**config.mk**
```make
export PLATFORM = sky130hd
export DESIGN_NAME = polar_encoder_seq_flat
export DESIGN_NICKNAME = d
export VERILOG_FILES = /design/src/rtl/polar_encoder_seq_if.sv /design/src/rtl/polar_encoder_seq.sv /design/src/flat_wrapper.sv
export SDC_FILE = /design/constraint.sdc
export NUM_CORES = 1
export LEC_CHECK = 0
export ABC_CLOCK_PERIOD_IN_PS = 2300
export CAP_MARGIN = 10
export CORE_MARGIN = 2
export CORE_UTILIZATION = 45
export CTS_CLUSTER_SIZE = 20
export DETAILED_ROUTE_END_ITERATION = 8
export GPL_TIMING_DRIVEN = 0
export HOLD_SLACK_MARGIN = 0.1
export PLACE_DENSITY = 0.68
export SLEW_MARGIN = 20
export SYNTH_ARGS = -nofsm -noshare
export SYNTH_HDL_FRONTEND = slang
export SYNTH_SLANG_ARGS = --single-unit
export TNS_END_PERCENT = 1
```
**constraint.sdc**
```tcl
create_clock -name clk -period 2.3 [get_ports clk]
set_input_delay 0.46 -clock clk [delete_from_list [all_inputs] [get_ports clk]]
set_output_delay 0.46 -clock clk [all_outputs]
set_load 0.02 [all_outputs]
```
**src/rtl/polar_encoder_seq_if.sv**
```systemverilog
// Valid/ready bus for polar_encoder_seq: information word in, codeword out.
interface polar_encoder_seq_if #(
  parameter int N = 16,
  parameter int K = 8
);
  logic [K-1:0] info_in;
  logic         in_valid;
  logic         in_ready;
  logic [N-1:0] cw_out;
  logic         out_valid;
  logic         out_ready;

  // Source/sink side: supplies info words and accepts codewords
  modport master (
    output info_in, in_valid, out_ready,
    input  in_ready, cw_out, out_valid
  );

  // Encoder side
  modport slave (
    input  info_in, in_valid, out_ready,
    output in_ready, cw_out, out_valid
  );
endinterface

```
**src/rtl/polar_encoder_seq.sv**
```systemverilog
// Iterative polar encoder: scatters K info bits onto the INFO_MASK positions
// of an N-bit u vector and applies x = u * F^(kron n), one butterfly stage
// per clock, with no bit-reversal permutation.
// Optional macro POLAR_ENC_SYS_EN: systematic encoding (first pass, mask
// frozen positions, second pass).
module polar_encoder_seq #(
  parameter int              N         = 16,
  parameter int              K         = 8,
  parameter logic [N-1:0]    INFO_MASK = 16'hFCC0
) (
  input  logic              clk,
  input  logic              rst,
  polar_encoder_seq_if.slave bus,
  output logic              busy
);

  localparam int             LOGN = $clog2(N);
  localparam logic [LOGN-1:0] LAST_STAGE = LOGN'(LOGN - 1);

`ifdef POLAR_ENC_SYS_EN
  typedef enum logic [1:0] {IDLE, ENC, MASK, DONE} state_t;
`else
  typedef enum logic [1:0] {IDLE, ENC, DONE} state_t;
`endif

  state_t          state;
  logic [N-1:0]    u;
  logic [LOGN-1:0] stage;
  logic [N-1:0]    cw_q;
  logic            in_ready_q;
  logic            out_valid_q;
  logic            busy_q;
`ifdef POLAR_ENC_SYS_EN
  logic            second_pass;
`endif

  // Place info bits on the set positions of INFO_MASK, lowest index first.
  function automatic logic [N-1:0] scatter(input logic [K-1:0] info);
    logic [N-1:0] v;
    logic [K-1:0] rem;
    v   = '0;
    rem = info;
    for (int unsigned i = 0; i < N; i++) begin
      if (INFO_MASK[i]) begin
        v[i] = rem[0];
        rem  = rem >> 1;
      end
    end
    return v;
  endfunction

  // One butterfly stage s: u[j] ^= u[j + 2^s] for every j with bit s clear.
  // The stage index is decoded against constants so each stage unrolls to
  // fixed wiring rather than a variable shifter.
  function automatic logic [N-1:0] butterfly(input logic [N-1:0] v,
                                             input logic [LOGN-1:0] s);
    logic [N-1:0] r;
    r = v;
    for (int unsigned st = 0; st < LOGN; st++) begin
      if (s == LOGN'(st)) begin
        for (int unsigned j = 0; j < N; j++) begin
          if (((j >> st) & 1) == 0)
            r[j] = v[j] ^ v[j + (1 << st)];
        end
      end
    end
    return r;
  endfunction

  // Control FSM and datapath; all handshake outputs are registered.
  always_ff @(posedge clk or posedge rst) begin
    if (rst) begin
      state       <= IDLE;
      u           <= '0;
      stage       <= '0;
      cw_q        <= '0;
      in_ready_q  <= 1'b1;
      out_valid_q <= 1'b0;
      busy_q      <= 1'b0;
`ifdef POLAR_ENC_SYS_EN
      second_pass <= 1'b0;
`endif
    end else begin
      case (state)
        IDLE: begin
          if (bus.in_valid && in_ready_q) begin
            u          <= scatter(bus.info_in);
            stage      <= '0;
            state      <= ENC;
            in_ready_q <= 1'b0;
            busy_q     <= 1'b1;
          end
        end
        ENC: begin
          u <= butterfly(u, stage);
          if (stage == LAST_STAGE) begin
            stage <= '0;
`ifdef POLAR_ENC_SYS_EN
            if (!second_pass) begin
              state <= MASK;
            end else begin
              state       <= DONE;
              cw_q        <= butterfly(u, stage);
              out_valid_q <= 1'b1;
            end
`else
            state       <= DONE;
            cw_q        <= butterfly(u, stage);
            out_valid_q <= 1'b1;
`endif
          end else begin
            stage <= stage + 1'b1;
          end
        end
`ifdef POLAR_ENC_SYS_EN
        MASK: begin
          u           <= u & INFO_MASK;
          second_pass <= 1'b1;
          state       <= ENC;
        end
`endif
        DONE: begin
          if (out_valid_q && bus.out_ready) begin
            state       <= IDLE;
            out_valid_q <= 1'b0;
            in_ready_q  <= 1'b1;
            busy_q      <= 1'b0;
`ifdef POLAR_ENC_SYS_EN
            second_pass <= 1'b0;
`endif
          end
        end
        default: state <= IDLE;
      endcase
    end
  end

  assign bus.in_ready  = in_ready_q;
  assign bus.out_valid = out_valid_q;
  assign bus.cw_out    = cw_q;
  assign busy          = busy_q;

endmodule

```
**src/flat_wrapper.sv**
```systemverilog
// flat-port wrapper written by rule: the top's interface ports become plain ports
module polar_encoder_seq_flat 
#(
  parameter int              N         = 16,
  parameter int              K         = 8,
  parameter logic [N-1:0]    INFO_MASK = 16'hFCC0
)
  (clk, rst, busy, bus_info_in, bus_in_valid, bus_out_ready, bus_in_ready, bus_cw_out, bus_out_valid);
  polar_encoder_seq_if #(.N(N), .K(K)) bus_i ();
  input  logic clk;
  input  logic rst;
  output logic busy;
  input wire logic [$bits(bus_i.info_in)-1:0] bus_info_in;
  input wire logic [$bits(bus_i.in_valid)-1:0] bus_in_valid;
  input wire logic [$bits(bus_i.out_ready)-1:0] bus_out_ready;
  output wire logic [$bits(bus_i.in_ready)-1:0] bus_in_ready;
  output wire logic [$bits(bus_i.cw_out)-1:0] bus_cw_out;
  output wire logic [$bits(bus_i.out_valid)-1:0] bus_out_valid;
  assign bus_i.info_in = bus_info_in;
  assign bus_i.in_valid = bus_in_valid;
  assign bus_i.out_ready = bus_out_ready;
  assign bus_in_ready = bus_i.in_ready;
  assign bus_cw_out = bus_i.cw_out;
  assign bus_out_valid = bus_i.out_valid;
  polar_encoder_seq #(.N(N), .K(K), .INFO_MASK(INFO_MASK)) u_core (.clk(clk), .rst(rst), .bus(bus_i), .busy(busy));
endmodule
```
* Yosys cells after proc, flatten, opt, wreduce, memory -nomap -nowiden *
Index checks and enable logic that the tools add are counted.

storage, ports and cells
  flip-flop bits (word level) = 41
  latch bits = 0
  RAM bits = 0
  bits in read-only memories = 0
  input bits = 12
  word-level logic and storage cells = 118
  memories kept = 0

cells by class
  $add $sub $neg = 1
  multiply operators = 0
  divide/modulo/power cells = 0
  order comparisons = 0
  equality and inequality tests = 15
  shift operators = 0
  mux-type cells = 32
  bitwise gates (word level) = 33
  reduce and logical (&&, ||, !) cells = 21

operators with widths
  cell                                                                      count
  3-bit AND reduction                                                       12
  16-bit one-hot mux with 2 select lines                                    1
  1-bit bitwise XOR                                                         32
  16-bit two-way mux                                                        1
  4-bit two-way mux                                                         4
  2-bit two-way mux                                                         7
  1-bit two-way mux                                                         13
  4-bit by 1-bit inequality test with 1-bit output (second input constant)  3
  3-bit by 1-bit inequality test with 1-bit output (second input constant)  3
  4-bit by 2-bit == test with 1-bit output (second input constant)          2
  8-bit two-way mux                                                         1
  4-bit one-hot mux with 2 select lines                                     1
  2-bit by 1-bit inequality test with 1-bit output (second input constant)  3
  1-bit one-hot mux with 2 select lines                                     3
  2-bit one-hot mux with 3 select lines                                     1
  2-bit nonzero test                                                        3
  5-bit by 1-bit inequality test with 1-bit output (second input constant)  1
  4-bit by 1-bit adder with 4-bit output (second input constant)            1
  4-bit by 1-bit == test with 1-bit output (second input constant)          1
  4-bit zero test                                                           1
  2-bit AND reduction                                                       2
  2-bit by 1-bit == test with 1-bit output (second input constant)          1
  2-bit == test (second input constant)                                     1
  1-bit logical AND                                                         2
  other kinds (2)                                                           2

* Depth between registers and ports, before layout *
  depth in word-level cells = 6
  mapped depth = 9

* Worst setup path before layout *
OpenSTA, ideal clock, no wires.

  kind = reg2reg
  start = register u_core.stage[0]
  end = register u_core.u[1]
  library setup time = 0.121 ns
  data arrival time = 1.592 ns
  slack = 0.587 ns
  stages on the path, launching flop included = 8
  period minus slack after synthesis = 1.713 ns
  cell sequence = dfrtp_1 -> inv_1 -> ha_1 -> buf_2 -> a21oi_1 -> a221oi_1 -> o21ai_0 -> a22o_1

between the ends
  longest elaborated chain between the ends = 4

ends and longest elaborated chain
  what                                      line                      RTL
  start, declared                           polar_encoder_seq.sv:28   logic [LOGN-1:0] stage;
  start signal, assigned                    polar_encoder_seq.sv:112  stage <= stage + 1'b1;
  4-bit by 2-bit == test with 1-bit output  polar_encoder_seq.sv:60   if (s == LOGN'(st)) begin
  4-bit two-way mux                         polar_encoder_seq.sv:60
  8-bit two-way mux                         polar_encoder_seq.sv:60
  16-bit one-hot mux with 2 select lines    polar_encoder_seq.sv:84   case (state)
  end signal, assigned                      polar_encoder_seq.sv:87   u <= scatter(bus.info_in);
  end signal, assigned                      polar_encoder_seq.sv:95   u <= butterfly(u, stage);
  end, declared                             polar_encoder_seq.sv:27   logic [N-1:0] u;

Parallel ways exist; a longest one is shown, timed or not. The select of a mux whose other input is x is not followed.
A chain may end at the register's enable or synchronous reset.

* Final worst setup path *
Ends and elaborated chain as after synthesis.

==> qor.yml <==
hpwl_um: 4090
cts.sinks: 41
yosys_register_bits: 41
antenna_found_initial: 0
diodes: 0
yosys-top-cells-area: "dfrtp_1, a21oi_1, o21ai_0, xnor2_1, ha_1"
yosysSeqAreaShare: 0.433
clk_pin_slew_worst_paths_ns: 0.08
clock.fmax_mhz: 491
finalCritPeriodShare: 0.885
synth_flop_cell: "dfrtp_1"
netlist_instances: 276
yosys.area.top_type: "dfrtp_1"
place_area_um2: 2780
required_ns: 2.48
drt-initial-drc-count: 168
synth_cell_types: 45
vias: 2104
cts_made_buffers: 5
post-route-cell-area_um2: 2900
timing.final.ws_setup_ns: 0.264
synth_edf_count: 0
routed_wl_um: 5590
ant_nets: 0
clockBufferDepth: 2
maxSlewViolCount: 0
grt_pass1_vias: 2061
synth-async-reset-ratio: 1.00
dieHeight_um: 76.6
min_path_type: "in2async"
dp_cells: 377
r2r_slack_ns: 0.26
numPortBuffers: 30
grt_pass1_wl_um: 9790
leakage_nw: 1.21
startpoint: "u_core.stage[0]"
synth_area_um2: 2370
post_cts_buffers: 0
dieWidth_um: 76.6
grtUsageTotal: 0.209
avgRoutedWirePerCell_um: 14.5
crit_arrival_ns: 2.22
yosysMostFrequentCell: "a21oi_1"
r2r-start: "u_core.stage[0]"
tightest_slew_ns: 0.546
finalSetupViolCount: 0
cp-end-kind: "flip-flop"
maxSlewHeadroom: 0.636
grt_start_max_net_pins: 30
overflow: 0
finalHoldViolCount: 0
instances_no_fill: 385
cts_tree: "built"
skew_ns: 0.00812
synth_common_cells: "a21oi_1, dfrtp_1, nand2_1, nor2_1, o21ai_0"
via_per_inst: 5.46
cts_resized: 0
r2r.worst_path.cells: 7
period_minus_slack_ns: 2.04
worstSetupEndpoint: "u_core.u[1]"
insertion_delay_ns: 0.30
crit_type: "reg2reg"
yosysTopAreaCellShare: 0.422
drive_above_1_share: 0.0984
initial_core_util: 0.465
rsz0062_at_grt: "no"
maxCapViolCount: 0
nets: 334
die_area_um2: 5870
status: "finished clean"
drcViolationCount: 0
cp_max_fo: 10
rows: 26
fill_cells: 499
core_um2: 5110
pin_count: 31
holdBufCountCts: 0
root_buffer: "clkbuf_8"
place_ws_ns: 0.222
synth.avg_cell_area_um2: 8.60
ys_warn_count: 0
r2r_end: "u_core.u[1]"
dr.pass1.iters: 4
cts_max_level: 2
synth_fp_nets: 296
ir_drop_mv: 0.681
p_per_area_nw_per_um2: 1370
syn_to_final_growth_pct: 22.1
gp_congestion: 0.907
startpoint_type: "flip-flop"
power breakdown:
| group | internal (W) | switching [W] | leakage (nW) |
|---|---|---|---|
| Sequential | 0.000981 | 0.000219 | 0.525 |
| Clock | 0.000354 | 0.000245 | 0.0585 |
| Combinational | 0.000887 | 0.00128 | 0.629 |
| Total | 0.00222 | 0.00175 | 1.21 |
routing by layer:
layer / GRT usage / wire length [um] / vias to the layer above
li1: - / - / 1031
met1: 0.271 / 2490 / 995
met2: 0.349 / 2740 / 67
met3: 0.0427 / 273 / 11
met4: 0.0691 / 87 / 0
met5: 0 / 0 / -
critical path, cell delays in order, from the launching register on:
cell	delay, ns
dfrtp_1	0.41
inv_1	0.12
ha_1	0.32
buf_2	0.26
a21oi_1	0.09
a221oi_1	0.36
o21ai_0	0.15
a22o_1	0.20
placed cells by master (no fill, tap or decap), types with 3 or more instances in the layout:
cell type,n
o22ai_1,4
ha_1,8
buf_2,8
o21ai_0,26
a21oi_1,46
nand3_1,10
xnor2_1,13
dfrtp_1,40
nand3b_1,6
nor2_1,26
clkdlybuf4s50_1,30
clkbuf_8,6
clkbuf_1,9
buf_4,3
a22o_1,3
nand2_1,26
inv_1,8
how the worst min path moves through the flow:
| stage | startpoint | endpoint | slack, ns | depth (start not counted) |
|---|---|---|---|---|
| after floorplan | u_core.u[3] | u_core.u[3] | 0.51 | 1 |
| after global placement | u_core.bus.out_valid | u_core.bus.out_valid | 0.50 | 2 |
| after detailed placement | u_core.bus.cw_out[15] | u_core.bus.cw_out[15] | 0.50 | 1 |
| after CTS | rst | u_core.busy | 0.43 | 2 |
| after global routing | rst | u_core.busy | 0.47 | 2 |
| final | rst | u_core.busy | 0.42 | 2 |
registers in the layout, summed over array words and instances, names as in the netlist:
signal,count
u_core.stage,4
u_core.state,2
u_core.u,16
u_core.bus.in_ready,1
u_core.busy,1
u_core.bus.out_valid,1
u_core.bus.cw_out,16
logic make-up (layout without fill, tap and decap cells):
kind of cell | after synthesis | in the layout | synth area share
mux | 3 | 3 | 0.0137
buf+inv | 31 | 70 | 0.0643
compound gates | 94 | 94 | 0.223
xor+xnor | 15 | 15 | 0.0554
fa+ha+maj | 8 | 8 | 0.0422
simple gates | 84 | 84 | 0.169
flops | 41 | 41 | 0.433
final cells by class:
class | instances | area, um2 | area share
Sequential cell | 41 | 1030 | 0.354
Tap cell | 70 | 87.6 | 0.0302
Clock buffer | 7 | 86.3 | 0.0298
Clock inverter | 1 | 30.0 | 0.0104
Inverter | 10 | 37.5 | 0.0130
Buffer | 21 | 115 | 0.0397
Timing Repair Buffer | 31 | 320 | 0.111
Multi-Input combinational cell | 204 | 1190 | 0.412
stage by stage:
step | util | power [W] | setup TNS [ns] | hold slack (ns)
after floorplan | - | 0.00273 | 0 | 0.512
after global placement | 0.541 | 0.00332 | -0.218 | 0.495
after detailed placement | 0.545 | 0.00336 | 0 | 0.498
after CTS | 0.567 | 0.00397 | 0 | 0.428
after global routing | 0.567 | 0.00432 | 0 | 0.475
final | 0.567 | 0.00397 | 0 | 0.416
No activity file was read; power rests on OpenSTA's default activity.
